==> src/rtl/irq_pkg.sv <==
// Shared types and helpers for the external interrupt controller.
package irq_pkg;

  typedef enum logic [1:0] {
    IDLE    = 2'd0,
    REQ     = 2'd1,
    SERVICE = 2'd2
  } irq_state_t;

  localparam int ARB_FIXED = 0;
  localparam int ARB_RR    = 1;

  // Width of a channel index; never less than one bit.
  function automatic int clog2_min1(input int n);
    return (n <= 2) ? 1 : $clog2(n);
  endfunction

endpackage

==> src/rtl/irq_arbiter.sv <==
// Combinational winner selection over the eligible channel set.
module irq_arbiter import irq_pkg::*; #(
  parameter int NCH     = 8,
  parameter int RR_MODE = ARB_FIXED,
  localparam int IDW    = clog2_min1(NCH)
) (
  input  logic [NCH-1:0] elig,
  input  logic [IDW-1:0] rr_ptr,
  output logic           grant_valid,
  output logic [IDW-1:0] grant_id
);

  localparam logic [IDW:0] NCH_W = (IDW + 1)'(NCH);

  logic [NCH-1:0] rot_s;
  logic [IDW-1:0] off_s;
  logic [IDW:0]   sum_s;

  // Round-robin rotates elig so rr_ptr lands at bit 0, then adds the offset back.
  always_comb begin
    grant_valid = |elig;
    grant_id    = '0;
    rot_s       = NCH'({elig, elig} >> rr_ptr);
    off_s       = '0;
    sum_s       = '0;
    if (RR_MODE == ARB_RR) begin
      for (int k = NCH - 1; k >= 0; k--) begin
        off_s = rot_s[k] ? IDW'(k) : off_s;
      end
      sum_s    = {1'b0, rr_ptr} + {1'b0, off_s};
      grant_id = (sum_s >= NCH_W) ? IDW'(sum_s - NCH_W) : sum_s[IDW-1:0];
    end else begin
      for (int k = NCH - 1; k >= 0; k--) begin
        grant_id = elig[k] ? IDW'(k) : grant_id;
      end
    end
  end

endmodule

==> src/rtl/irq_controller.sv <==
// Multi-channel masked, prioritised interrupt controller driving ExtIRQ.
// Holds synchroniser, edge detect, pending/mask state, request FSM and rr pointer.
module irq_controller import irq_pkg::*; #(
  parameter int             NCH         = 8,
  parameter logic [NCH-1:0] EDGE_MASK   = {NCH{1'b1}},
  parameter int             RR_MODE     = ARB_FIXED,
  parameter int             SYNC_STAGES = 2,
  localparam int            IDW         = clog2_min1(NCH)
) (
  input  logic           clk,
  input  logic           reset,
  input  logic [NCH-1:0] irq_in,
  input  logic           mask_we,
  input  logic [NCH-1:0] mask_wdata,
  output logic           ExtIRQ,
  input  logic           ExtIAck,
  input  logic           ERet,
  output logic [IDW-1:0] irq_id,
  output logic [NCH-1:0] pending,
  output logic           busy
);

  localparam logic [NCH-1:0] ONE_HOT0 = {{(NCH - 1){1'b0}}, 1'b1};
  localparam logic [IDW-1:0] LAST_ID  = IDW'(NCH - 1);

  logic [SYNC_STAGES-1:0][NCH-1:0] sync_q, sync_d;
  logic [NCH-1:0] prev_q, prev_d;
  logic [NCH-1:0] pending_q, pending_d;
  logic [NCH-1:0] mask_q, mask_d;
  logic [NCH-1:0] inservice_q, inservice_d;
  irq_state_t     state_q, state_d;
  logic           extirq_q, extirq_d;
  logic           busy_q, busy_d;
  logic [IDW-1:0] irq_id_q, irq_id_d;
  logic [IDW-1:0] rr_ptr_q, rr_ptr_d;

  logic [NCH-1:0] s_irq_s, rise_s, elig_s, clr_s, id_onehot_s;
  logic           grant_valid_s;
  logic [IDW-1:0] grant_id_s;

  assign s_irq_s     = sync_q[SYNC_STAGES-1];
  assign rise_s      = s_irq_s & ~prev_q;
  assign elig_s      = pending_q & mask_q & ~inservice_q;
  assign id_onehot_s = ONE_HOT0 << irq_id_q;

  irq_arbiter #(
    .NCH     (NCH),
    .RR_MODE (RR_MODE)
  ) u_arb (
    .elig        (elig_s),
    .rr_ptr      (rr_ptr_q),
    .grant_valid (grant_valid_s),
    .grant_id    (grant_id_s)
  );

  // Input path: a fresh edge overrides an ack clear in the same cycle.
  always_comb begin
    sync_d    = {sync_q[SYNC_STAGES-2:0], irq_in};
    prev_d    = s_irq_s;
    mask_d    = mask_we ? mask_wdata : mask_q;
    pending_d = (((pending_q & ~clr_s) | rise_s) & EDGE_MASK) | (s_irq_s & ~EDGE_MASK);
  end

  // Request FSM: irq_id is frozen from IDLE exit until service completes.
  always_comb begin
    state_d     = state_q;
    irq_id_d    = irq_id_q;
    inservice_d = inservice_q;
    rr_ptr_d    = rr_ptr_q;
    clr_s       = '0;
    case (state_q)
      IDLE: begin
        if (grant_valid_s) begin
          irq_id_d = grant_id_s;
          state_d  = REQ;
        end else begin
          state_d  = IDLE;
        end
      end
      REQ: begin
        if (ExtIAck) begin
          clr_s       = id_onehot_s & EDGE_MASK;
          inservice_d = id_onehot_s;
          rr_ptr_d    = (irq_id_q == LAST_ID) ? '0 : irq_id_q + IDW'(1);
          state_d     = SERVICE;
        end else begin
          state_d     = REQ;
        end
      end
      SERVICE: begin
        if (ERet) begin
          inservice_d = '0;
          state_d     = IDLE;
        end else begin
          state_d     = SERVICE;
        end
      end
      default: begin
        inservice_d = '0;
        state_d     = IDLE;
      end
    endcase
    extirq_d = (state_d == REQ);
    busy_d   = (state_d != IDLE);
  end

  // State registers with synchronous active-low reset.
  always_ff @(posedge clk) begin
    if (!reset) begin
      sync_q      <= '0;
      prev_q      <= '0;
      pending_q   <= '0;
      mask_q      <= '0;
      inservice_q <= '0;
      state_q     <= IDLE;
      extirq_q    <= 1'b0;
      busy_q      <= 1'b0;
      irq_id_q    <= '0;
      rr_ptr_q    <= '0;
    end else begin
      sync_q      <= sync_d;
      prev_q      <= prev_d;
      pending_q   <= pending_d;
      mask_q      <= mask_d;
      inservice_q <= inservice_d;
      state_q     <= state_d;
      extirq_q    <= extirq_d;
      busy_q      <= busy_d;
      irq_id_q    <= irq_id_d;
      rr_ptr_q    <= rr_ptr_d;
    end
  end

  assign ExtIRQ  = extirq_q;
  assign busy    = busy_q;
  assign irq_id  = irq_id_q;
  assign pending = pending_q;

endmodule

==> config.mk <==
export PLATFORM = sky130hd
export DESIGN_NAME = irq_controller
export DESIGN_NICKNAME = d
export VERILOG_FILES = /design/src/rtl/irq_pkg.sv /design/src/rtl/irq_arbiter.sv /design/src/rtl/irq_controller.sv
export SDC_FILE = /design/constraint.sdc
export NUM_CORES = 1
export LEC_CHECK = 0
export ABC_AREA = 1
export BUFFER_PORTS_ARGS = -buffer_cell sky130_fd_sc_hd__buf_4
export CAP_MARGIN = 25
export CORE_MARGIN = 4
export CORE_UTILIZATION = 58
export DETAILED_ROUTE_END_ITERATION = 8
export PLACE_DENSITY = 0.81
export RECOVER_POWER = 25
export SYNTH_ARGS = -nofsm -noshare
export SYNTH_HDL_FRONTEND = slang
export SYNTH_SLANG_ARGS = --single-unit
==> constraint.sdc <==
create_clock -name clk -period 2.04 [get_ports clk]
set_clock_uncertainty 0.2 [all_clocks]
set_input_delay 0.204 -clock clk [delete_from_list [all_inputs] [get_ports clk]]
set_output_delay 0.204 -clock clk [all_outputs]
set_load 0.05 [all_outputs]
* Yosys cells after proc, flatten, opt, wreduce, memory -nomap -nowiden *
Index checks and enable logic that the tools add are counted.

word-level totals
  register bits = 55
  input bits = 21
  output and inout bits = 13
  word-level logic and storage cells = 47

operators by class
  equality and inequality tests = 5
  shifts and indexed selects = 1
  multiplexer cells = 17
  bitwise operators = 9
  reductions and logical operators = 5

operator list
  cell                 number
  $and 8x8->8          4
  $mux 8               4
  $mux 3               8
  $not 8->8            3
  $pmux 8 s3           1
  $or 8x8->8           1
  $reduce_or 8->1      1
  $shl 1x3->8 const A  1
  $pmux 2 s3           1
  $eq 2x1->1 const B   2
  $mux 2               2
  $ne 2x2->1 const B   2
  $reduce_and 3->1     1
  $eq 2x2->1 const B   1
  $logic_not 2->1      1
  $reduce_and 2->1     1
  $reduce_bool 2->1    1
  $mux 1               1
  $not 1->1            1

* Depth between registers and ports, before layout *
  word-level depth = 10
  gate-level depth with buffers = 10
  depth with buffers taken out = 10

* By module *
From an unflattened synthesis, not the netlist that was laid out.

unflattened totals
  cell total of the unflattened synthesis = 267
  area, all modules = 2133.3 µm²

modules (own cells, without submodules)
  module          instances  cells an instance  area an instance (µm²)  seq. area each (µm²)
  irq_controller  1          245                2034.5                  1161.1
  irq_arbiter     1          22                 98.8                    0.0

* Least setup slack after synthesis *
OpenSTA, ideal clock, no wires.

  path type = register to register
  from = reg pending_q[7], in the netlist pending[7]
  to = reg irq_id_q[1], in the netlist irq_id[1]
  library setup time = 0.114 ns
  arrival time = 1.290 ns
  required time = 1.726 ns
  path slack = 0.436 ns
  cell stages (with the launch flop) = 8
  buffers on the path = 0
  clock period less this slack = 1.604 ns
  cell sequence = dfxtp_1 > nand2_1 > o21ai_2 > nor2_2 > nand2_2 > nand2_4 > nor2_1 > nor2_2

between the ends
  cells in the longest elaborated chain, start to end = 10
  elaborated cells on any way between the ends = 12
  those cells by class = mux (8); bitwise (2); reduce/logical (2)

RTL lines
  item                          line                   text
  from (decl)                   irq_controller.sv:28   logic [NCH-1:0] pending_q, pending_d;
  from (signal assigned)        irq_controller.sv:123  pending_q <= pending_d;
  $and 8x8->8 (*) (2 in a row)  irq_controller.sv:43   assign elig_s = pending_q & mask_q & ~inservice_q;
  $mux 3 (8 in a row)           irq_arbiter.sv:34      grant_id = elig[k] ? IDW'(k) : grant_id;
  to (signal assigned)          irq_controller.sv:129  irq_id_q <= irq_id_d;
  to (decl)                     irq_controller.sv:34   logic [IDW-1:0] irq_id_q, irq_id_d;

Mark *: on every way between the ends. The rest lies on a longest branch, timed or not.
A chain may end at the register's enable or synchronous reset.

==> flow_summary.ini <==
[placed_design]
place_area_um2 = 2300
finalWeightedCongestion = 0.841
dp.cells = 310
place.port_buffers = 33
pre_cts_slack_ps = 704
dp_hpwl_um = 2790

[timing]
finalHoldViolCount = 0
finalSetupViolations = 0
min_period_ps = 1970
fin_crit_sh_pct = 96.3
final.setup.tns_ps = 0
rsz0062_at_grt = false
max_freq_mhz = 509
drv_slew = 0
relSlewSlack_pct = 67.9
tightest_slew_ps = 481
setup_ws_ps = 75.0

[worst_setup_path]
startpoint = reset
r2r-start = mask_q[3]
cp.depth = 6
slowest_delay_ps = 570
start_kind = primary input
cp_max_fo = 35
cp.required_ps = 2160
path_delay_family = buffers and inverters
slowest_stage = dlygate4sd3_1
rr_worst_depth = 3
endpoint_kind = flip-flop
r2r_slack_ps = 550
worstSetupEndpoint = mask_q[3]
path_buf_inv = 4
worstSetupPathType = primary input to flip-flop
crit_chain = dlygate4sd3_1, buf_4, buf_4, o21ai_0, nor2_1, dlygate4sd3_1
rr_endpoint = mask_q[3]
cp.arrival_ps = 2090

[die]
ios = 34
dieArea_um2 = 4480
die_w_um = 67.0
core-area_um2 = 3340
start_util_pct = 60.4
rows = 21
die_y_um = 67.0

[power_and_ir_drop]
leakage_nw = 1.37
power_density_nw_per_um2 = 750
irDropWorstVdd_uv = 668

[run_status]
run_status = completed

[clock_network]
cts_root_buffer = clkbuf_4
htreeDepth = 2
clock_path_buffers = 2
cts_setup_buffers = 0
cts_buffers = 5
clk_pin_slew_ps = 150
hold_buffers = 25
cts_tree = yes
clk_latency_ps = 370
cts_resized = 0
cts_sinks = 55

[worst_hold_path]
hp-class = primary input to flip-flop
min_from = mask_we

[final_layout]
design_area_um2 = 2610
multi_input_area_um2 = 756
mostFrequentLayoutCells = dfxtp_1, nand2_1, buf_4, inv_1, dlygate4sd3_1
area.sequential_um2 = 1100
post-route-util_pct = 78.1
fin_cells = 343
nNetsFinal = 317
final_common_cell = dfxtp_1
fillCellCount = 234
drive_gt1_share_pct = 22.9
insertedDiodeCount = 0
area_growth_syn_to_layout_pct = 29.2

[global_routing]
grt_max_degree = 36
grt_pass1_wl_um = 7090
grt_pass1_vias = 1667
grt_overflow = 0
antenna_found_initial = 0
gr-usage-all-layers_pct = 21.1

[logic_synthesis]
netlist_area_um2 = 2020
synth_area_leaders = dfxtp_1, nand2_1, inv_1, nor2_1, nand3b_4
avgSynthCellArea_um2 = 8.55
synth_warnings = 0
synth.largest_area_cell = dfxtp_1
synth_top_area_share_pct = 54.6
syn_nets = 257
ys_ff_latch = 55
seq_area_frac_synth_pct = 54.6
synthCells = 236
yosysUniqueCellTypes = 22

[detailed_routing]
num_vias = 1661
drt-initial-drc-count = 75
dr.pass1.iters = 4
viasPerCell = 4.84
wl_um = 4020
ant_nets = 0
wl_per_cell_um = 11.7
drc = 0

[flow_run]
max_cap_violations = 0
==> worst min-delay path by stage <==
| stage | to | slack [ps] | depth (start not counted) |
|---|---|---|---|
| floorplan | sync_d[10] | 100 | 2 |
| detailed placement | sync_d[11] | 190 | 3 |
| global placement | sync_d[11] | 180 | 3 |
| CTS | mask_q[4] | 20 | 3 |
| finish | mask_q[4] | 20 | 3 |
| global route | mask_q[4] | 60 | 3 |
==> cells by family (layout without fill, tap and decap cells) <==
logic type             Yosys count  in the layout  share of synthesized area [%]
AO/OA/AOI/OAI                   33             33                           9.74
AND/OR/NAND/NOR                107            107                           27.7
flip-flops                      55             55                           54.6
buffers and inverters           41            102                           7.94
==> synth_stat cells <==
master and instances:
a21oi_1 6, nor3_1 1, o21ai_2 2, a211oi_1 1
nand2_1 52, nor2_4 4, nand2_2 5, clkbuf_1 1
nand2_4 2, nand3_1 9, inv_1 33, dfxtp_1 55
o21ai_0 13, nor2_2 3, a21oi_2 5, buf_2 5
a31oi_1 2, nor2_1 23, nand3b_1 4, inv_2 2
nand3b_4 4, o21ai_1 4
==> power by group <==
part / switching, W / total, W / internal [W] / leakage (nW)
Sequential: 0.0000379 / 0.00117 / 0.00113 / 0.451
Combinational: 0.000196 / 0.000331 / 0.000135 / 0.893
Clock: 0.000322 / 0.000456 / 0.000134 / 0.0282
==> worst min-delay path: cells and delay by family <==
kind	cells	cell delay (ps)
buffers and inverters	1	140
and+or+nand+nor	1	110
AOI/OAI and AO/OA	1	110
==> through the flow <==
step | power (W) | hold WS [ps]
2_1_floorplan | 0.00138 | 102
3_3_place_gp | 0.00148 | 184
3_5_place_dp | 0.00148 | 191
4_1_cts | 0.00196 | 15.7
5_1_grt | 0.00205 | 62.9
6_report | 0.00195 | 18.6
==> cell type report <==
type,instances,area share (%)
multi-input cells,140,29.0
well taps,46,2.21
flip-flops and latches,55,42.3
clock buffers,6,1.59
clock inverters,2,0.480
repair buffers,59,19.4
inverters,35,5.04
==> metal layers <==
layer | up-vias | wire length [um] | track usage, % | share of wire, %
met3 | 16 | 178 | 5.90 | 4.4
met5 | - | 0 | 0 | 0
met1 | 753 | 1710 | 25.3 | 43
met2 | 43 | 1980 | 34.8 | 49
met4 | 0 | 154 | 9.37 | 3.8
li1 | 849 | - | - | -
==> sequential cells by signal, indices dropped and copies added, names as in the netlist <==
signal,count
ExtIRQ,1
busy,1
irq_id,3
mask_q,8
pending,8
prev_q,8
state_q,2
inservice_q,8
prev_d,8
sync_d,8
(Power assumes the default switching activity.)
